$ cat src/rtl/rmap_bus_pkg.sv
// Shared types and constants for the RMAP two-master bus arbiter.
// Holds the arbiter state encoding and the one-hot grant codes.
package rmap_bus_pkg;

  typedef enum logic [1:0] {
    IDLE   = 2'd0,
    GRANT0 = 2'd1,
    GRANT1 = 2'd2
  } bus_state_t;

  localparam logic [1:0] GRANT_NONE = 2'b00;
  localparam logic [1:0] GRANT_M0   = 2'b01;
  localparam logic [1:0] GRANT_M1   = 2'b10;

endpackage

$ cat src/rtl/rmap_bus_watchdog.sv
// Bus watchdog: counts consecutive unacknowledged strobe cycles and flags
// expiry on the TIMEOUT_CYCLES-th one, then restarts from zero.
module rmap_bus_watchdog
  import rmap_bus_pkg::*;
#(
  parameter int TIMEOUT_CYCLES = 255
) (
  input  logic clk,
  input  logic rst,
  input  logic clear,
  input  logic strobe,
  input  logic ack,
  output logic expire
);

  localparam int CW = $clog2(TIMEOUT_CYCLES + 1);
  localparam logic [CW-1:0] LIMIT = CW'(TIMEOUT_CYCLES - 1);
  localparam logic [CW-1:0] SAT   = {CW{1'b1}};

  logic [CW-1:0] count;

  // Expiry is suppressed by an acknowledge in the same cycle and by reset.
  always_comb begin
    expire = 1'b0;
    if (!rst && strobe && !ack && (count == LIMIT)) begin
      expire = 1'b1;
    end else begin
      expire = 1'b0;
    end
  end

  // Saturating counter of unacknowledged strobe cycles.
  always_ff @(posedge clk) begin
    if (rst) begin
      count <= '0;
    end else if (clear || ack || !strobe || expire) begin
      count <= '0;
    end else if (count != SAT) begin
      count <= count + CW'(1);
    end else begin
      count <= count;
    end
  end

endmodule

$ cat src/rtl/rmap_bus_arbiter.sv
// Round-robin arbiter sharing the register/memory bus between the RMAP
// target master (m0) and the local host master (m1), with cycle locking.
module rmap_bus_arbiter
  import rmap_bus_pkg::*;
#(
  parameter int BUS_WIDTH      = 32,
  parameter int TIMEOUT_CYCLES = 255
) (
  input  logic                   clk,
  input  logic                   rst,
  input  logic                   m0Cycle,
  input  logic                   m0Strobe,
  input  logic [31:0]            m0Address,
  input  logic [BUS_WIDTH/8-1:0] m0ByteEnable,
  input  logic [BUS_WIDTH-1:0]   m0DataOut,
  input  logic                   m0WriteEnable,
  input  logic                   m0ReadEnable,
  output logic [BUS_WIDTH-1:0]   m0DataIn,
  output logic                   m0Acknowledge,
  output logic                   m0TimeOutError,
  input  logic                   m1Cycle,
  input  logic                   m1Strobe,
  input  logic [31:0]            m1Address,
  input  logic [BUS_WIDTH/8-1:0] m1ByteEnable,
  input  logic [BUS_WIDTH-1:0]   m1DataOut,
  input  logic                   m1WriteEnable,
  input  logic                   m1ReadEnable,
  output logic [BUS_WIDTH-1:0]   m1DataIn,
  output logic                   m1Acknowledge,
  output logic                   m1TimeOutError,
  output logic                   sCycle,
  output logic                   sStrobe,
  output logic                   sWriteEnable,
  output logic                   sReadEnable,
  output logic [31:0]            sAddress,
  output logic [BUS_WIDTH/8-1:0] sByteEnable,
  output logic [BUS_WIDTH-1:0]   sDataOut,
  input  logic [BUS_WIDTH-1:0]   sDataIn,
  input  logic                   sAcknowledge,
  output logic [1:0]             grant
);

  bus_state_t state;
  bus_state_t next_state;
  logic       last_grant;
  logic       wd_clear;
  logic       wd_strobe;
  logic       expire;

  // Next-state: ties go to the master that did not own the bus last.
  always_comb begin
    next_state = state;
    case (state)
      IDLE: begin
        if (m0Cycle && m1Cycle) begin
          next_state = last_grant ? GRANT0 : GRANT1;
        end else if (m0Cycle) begin
          next_state = GRANT0;
        end else if (m1Cycle) begin
          next_state = GRANT1;
        end else begin
          next_state = IDLE;
        end
      end
      GRANT0: begin
        if (!m0Cycle) begin
          next_state = IDLE;
        end else begin
          next_state = GRANT0;
        end
      end
      GRANT1: begin
        if (!m1Cycle) begin
          next_state = IDLE;
        end else begin
          next_state = GRANT1;
        end
      end
      default: next_state = IDLE;
    endcase
  end

  // State register and round-robin history; reset favours master 0.
  always_ff @(posedge clk) begin
    if (rst) begin
      state      <= IDLE;
      last_grant <= 1'b1;
    end else begin
      state <= next_state;
      if (state == GRANT0 && next_state == IDLE) begin
        last_grant <= 1'b0;
      end else if (state == GRANT1 && next_state == IDLE) begin
        last_grant <= 1'b1;
      end else begin
        last_grant <= last_grant;
      end
    end
  end

  assign wd_clear = (state != next_state);

  rmap_bus_watchdog #(
    .TIMEOUT_CYCLES(TIMEOUT_CYCLES)
  ) u_watchdog (
    .clk   (clk),
    .rst   (rst),
    .clear (wd_clear),
    .strobe(wd_strobe),
    .ack   (sAcknowledge),
    .expire(expire)
  );

  // Output steering: the owner sees the slave directly, the other sees zeros.
  always_comb begin
    sCycle         = 1'b0;
    sStrobe        = 1'b0;
    sWriteEnable   = 1'b0;
    sReadEnable    = 1'b0;
    sAddress       = '0;
    sByteEnable    = '0;
    sDataOut       = '0;
    m0DataIn       = '0;
    m0Acknowledge  = 1'b0;
    m0TimeOutError = 1'b0;
    m1DataIn       = '0;
    m1Acknowledge  = 1'b0;
    m1TimeOutError = 1'b0;
    wd_strobe      = 1'b0;
    grant          = GRANT_NONE;
    case (state)
      GRANT0: begin
        sCycle         = m0Cycle;
        sStrobe        = m0Strobe & ~expire;
        sWriteEnable   = m0WriteEnable;
        sReadEnable    = m0ReadEnable;
        sAddress       = m0Address;
        sByteEnable    = m0ByteEnable;
        sDataOut       = m0DataOut;
        m0DataIn       = sDataIn;
        m0Acknowledge  = sAcknowledge;
        m0TimeOutError = expire;
        wd_strobe      = m0Strobe;
        grant          = GRANT_M0;
      end
      GRANT1: begin
        sCycle         = m1Cycle;
        sStrobe        = m1Strobe & ~expire;
        sWriteEnable   = m1WriteEnable;
        sReadEnable    = m1ReadEnable;
        sAddress       = m1Address;
        sByteEnable    = m1ByteEnable;
        sDataOut       = m1DataOut;
        m1DataIn       = sDataIn;
        m1Acknowledge  = sAcknowledge;
        m1TimeOutError = expire;
        wd_strobe      = m1Strobe;
        grant          = GRANT_M1;
      end
      default: begin
        grant = GRANT_NONE;
      end
    endcase
  end

endmodule

$ cat config.mk
export PLATFORM = sky130hd
export DESIGN_NAME = rmap_bus_arbiter
export DESIGN_NICKNAME = d
export VERILOG_FILES = /design/src/rtl/rmap_bus_pkg.sv /design/src/rtl/rmap_bus_watchdog.sv /design/src/rtl/rmap_bus_arbiter.sv
export SDC_FILE = /design/constraint.sdc
export NUM_CORES = 1
export LEC_CHECK = 0
export BUFFER_PORTS_ARGS = -buffer_cell sky130_fd_sc_hd__buf_2
export CAP_MARGIN = 20
export CORE_AREA = 3 3 123 125
export DETAILED_ROUTE_END_ITERATION = 10
export DIE_AREA = 0 0 126 128
export SLEW_MARGIN = 10
export SYNTH_ARGS = -nofsm -noshare
export SYNTH_HDL_FRONTEND = slang
export SYNTH_HIERARCHICAL = 1
export SYNTH_SLANG_ARGS = --single-unit
$ cat constraint.sdc
create_clock -name clk -period 6.3 [get_ports clk]
set_input_delay 1.89 -clock clk [delete_from_list [all_inputs] [get_ports clk]]
set_output_delay 1.89 -clock clk [all_outputs]
set_load 0.02 [all_outputs]
==> metrics.csv <==
metric;value;unit
cts_tree;yes;
grt.overflow.total;0;
drt-wirelength-per-cell;13.7;um
coreArea;14000;um^2
synth_top_cell_area_share;23.7;%
report.final.hold_viol_count;0;
final_antenna_net_count;0;
drt_first_pass_iters;6;
postSynthAreaPerCell;7.11;um^2
worstReg2RegStart;state[0];
clock_tree.root_cell;sky130_fd_sc_hd__clkbuf_16;
grt_max_degree;76;
netlist_instances;321;
mostFrequentLayoutCell;sky130_fd_sc_hd__buf_2;
cpLargestDelayFamily;simple AND/OR/NAND/NOR gates;
htreeDepth;1;
worst-r2r-setup-slack;3700;ps
routed-via-count;3386;
critical_path_class;input pin to output port;
portBuffers;320;
globalplace.congestion;0.776;
first_iter_violations;207;
drive_gt1_share;54.1;%
setup.worst_path.start;m1Strobe;
via_count_of_the_first_global_routing_pass;2868;
cts.hold.buffers_added;0;
synth_area_leaders;sky130_fd_sc_hd__a22oi_1 (24%), sky130_fd_sc_hd__nor2b_1 (20%), sky130_fd_sc_hd__and2_1 (19%);
power_per_cell_area;109;nW/um^2
initial_core_utilization;16.3;%
clock_tree.buffer_depth;2;
cp.required;4410;ps
diodes;0;
yosysWarningCount;6;
syn_nets;507;
die_area;16100;um^2
grt_setup_unrepaired;false;
power_leakage;0.00213;uW
min_path_type;flip-flop to flip-flop;
clkTransAtPathRegs;40;ps
finalMaxSlewViolations;0;
fillerInstances;1509;
most-common-layout-cells;sky130_fd_sc_hd__buf_2 (320), sky130_fd_sc_hd__nor2b_1 (74), sky130_fd_sc_hd__a22oi_1 (72), sky130_fd_sc_hd__and2_1 (68), sky130_fd_sc_hd__dfxtp_1 (11);
post_cts.resized_instances;0;
final_setup_skew;3.61;ps
ys_ff_latch;11;
die_y;128;um
critPathLaunchType;input pin;
finish.utilization;29.1;%
area_growth_syn_to_layout;78.7;%
synth_cell_type_count;41;
crit_path_top_delay_cell;sky130_fd_sc_hd__buf_2;
setup_total_negative_slack;0;ps
timing.critical_path.slowest_cell_delay;190;ps
final_nets;803;
worst-path-max-fanout;3;
seq_area_frac_synth;9.65;%
clock_sinks;11;
maxCapViolations;0;
grt_first_pass_wirelength;15.5;mm
irDropWorstVdd;0.0000710;V
postSynth.topFlopCell;sky130_fd_sc_hd__dfxtp_1;
worstPathArrival;2780;ps
cts_buffers;3;
crit_top_cell;sky130_fd_sc_hd__buf_2;
antenna_found_initial;0;
routed_wl;10.9;mm
number_of_cells_traversed_by_the_worst_register_to_register_path;7;
design_power_total;444;uW
groute.usage.overall;11.5;%
synth_enable_flop_cells;0;
post_cts_buffers;0;
endpoint;sStrobe;
shortest_clock_period_the_worst_path_allows_after_layout;4670;ps
setup_viol;0;
fraction_of_synthesis_flops_using_an_asynchronous_set_or_reset_pin;0;%
place.detailed.hpwl;8.81;mm
outcome;complete, no violations;
syn_std_cell_area;2280;um^2
drc;0;
cells_along_the_critical_path;buf_2, a22oi_1, nor2b_1, and3_1, nor3b_1, buf_2;
num_rows;43;
critical_path_depth;6;
worst_slew_margin_rel;46.7;%
end_kind;output port;
critical_path.reg2reg.endpoint;u_watchdog/count[7];
io_pins;321;
synthDominantAreaCellType;sky130_fd_sc_hd__a22oi_1;
path_buf_inv;2;
fmaxAchievable;214;MHz
timing_worst_slew_pin_value;800;ps
clk_latency;240;ps
vias_per_cell;4.25;
period_share;74.1;%
floorplan.die.width;126;um
kinds of logic (layout without fill, tap and decap cells):
logic type	count (synthesis)	in the layout	synth area share, %
and+or+nand+nor	177	177	49.1
AOI/OAI and AO/OA	88	88	28.9
xor gates and xnor gates	1	1	0.384
adders and majority gates	7	7	3.84
muxes	1	1	0.439
DFF	11	11	9.65
buffers and inverters	36	331	7.73
sequential cells by signal, indices dropped and copies added (netlist names):
signal,flops
last_grant,1
state,2
u_watchdog/count,8
power by group:
part	total [uW]	switching, uW	internal (uW)
registers	73.2	1.97	71.2
logic	254	140	115
clock network	116	31.0	84.9
layer usage:
metal / track usage (%) / vias to the layer above / wire, um
met5: 0 / - / 0
met4: 1.26 / 0 / 30
met3: 2.29 / 4 / 754
met2: 19.6 / 138 / 5580
met1: 15.6 / 1508 / 4520
li1: - / 1736 / -
cell usage after synthesis (all sizes together) (2+ instances only):
library cell	instances
nor4	2
a31oi	2
a21oi	2
nor2b	74
a22oi	72
nand3b	2
buf	19
ha	7
and2	68
clkbuf	13
nor3b	3
nor2	4
o21ai	2
nor4b	2
inv	4
nor3	6
nand2b	2
dfxtp	11
nand3	4
nand4	3
o31ai	2
a211oi	3
worst register-to-register path: cells and delay by family (launching register included):
family | cells | cell delay [ps]
fa+ha+maj | 1 | 500
compound gates | 1 | 230
simple gates | 3 | 740
buf+inv | 2 | 580
flops | 1 | 470
worst min path at each step:
| stage | startpoint | to | slack [ps] | depth (start not counted) |
|---|---|---|---|---|
| after floorplan | last_grant | last_grant | 530 | 2 |
| after global placement | u_watchdog/count[6] | u_watchdog/count[6] | 560 | 2 |
| after detailed placement | u_watchdog/count[6] | u_watchdog/count[6] | 550 | 2 |
| after CTS | u_watchdog/count[6] | u_watchdog/count[6] | 570 | 2 |
| after global routing | u_watchdog/count[6] | u_watchdog/count[6] | 600 | 2 |
| final | u_watchdog/count[6] | u_watchdog/count[6] | 570 | 2 |
layout make-up:
class	instances	area [um^2]	area share, %
tap	180	225	5.53
sequential	11	220	5.40
inverter	4	15.0	0.368
timing repair buffer	323	1620	39.9
clock buffer	4	78.8	1.93
multi-input combinational	274	1910	46.9
through the flow:
| stage | hold slack, ps | instances | cell area (um^2) | setup WS, ps |
|---|---|---|---|---|
| floorplan | 526 | 321 | 2280 | 1600 |
| global placement | 559 | 792 | 4000 | 1610 |
| detailed placement | 554 | 792 | 4000 | 1620 |
| CTS | 569 | 796 | 4080 | 1610 |
| global route | 600 | 796 | 4080 | 1510 |
| finish | 575 | 796 | 4080 | 1630 |
Note: power is estimated with default switching activity, not from simulation.
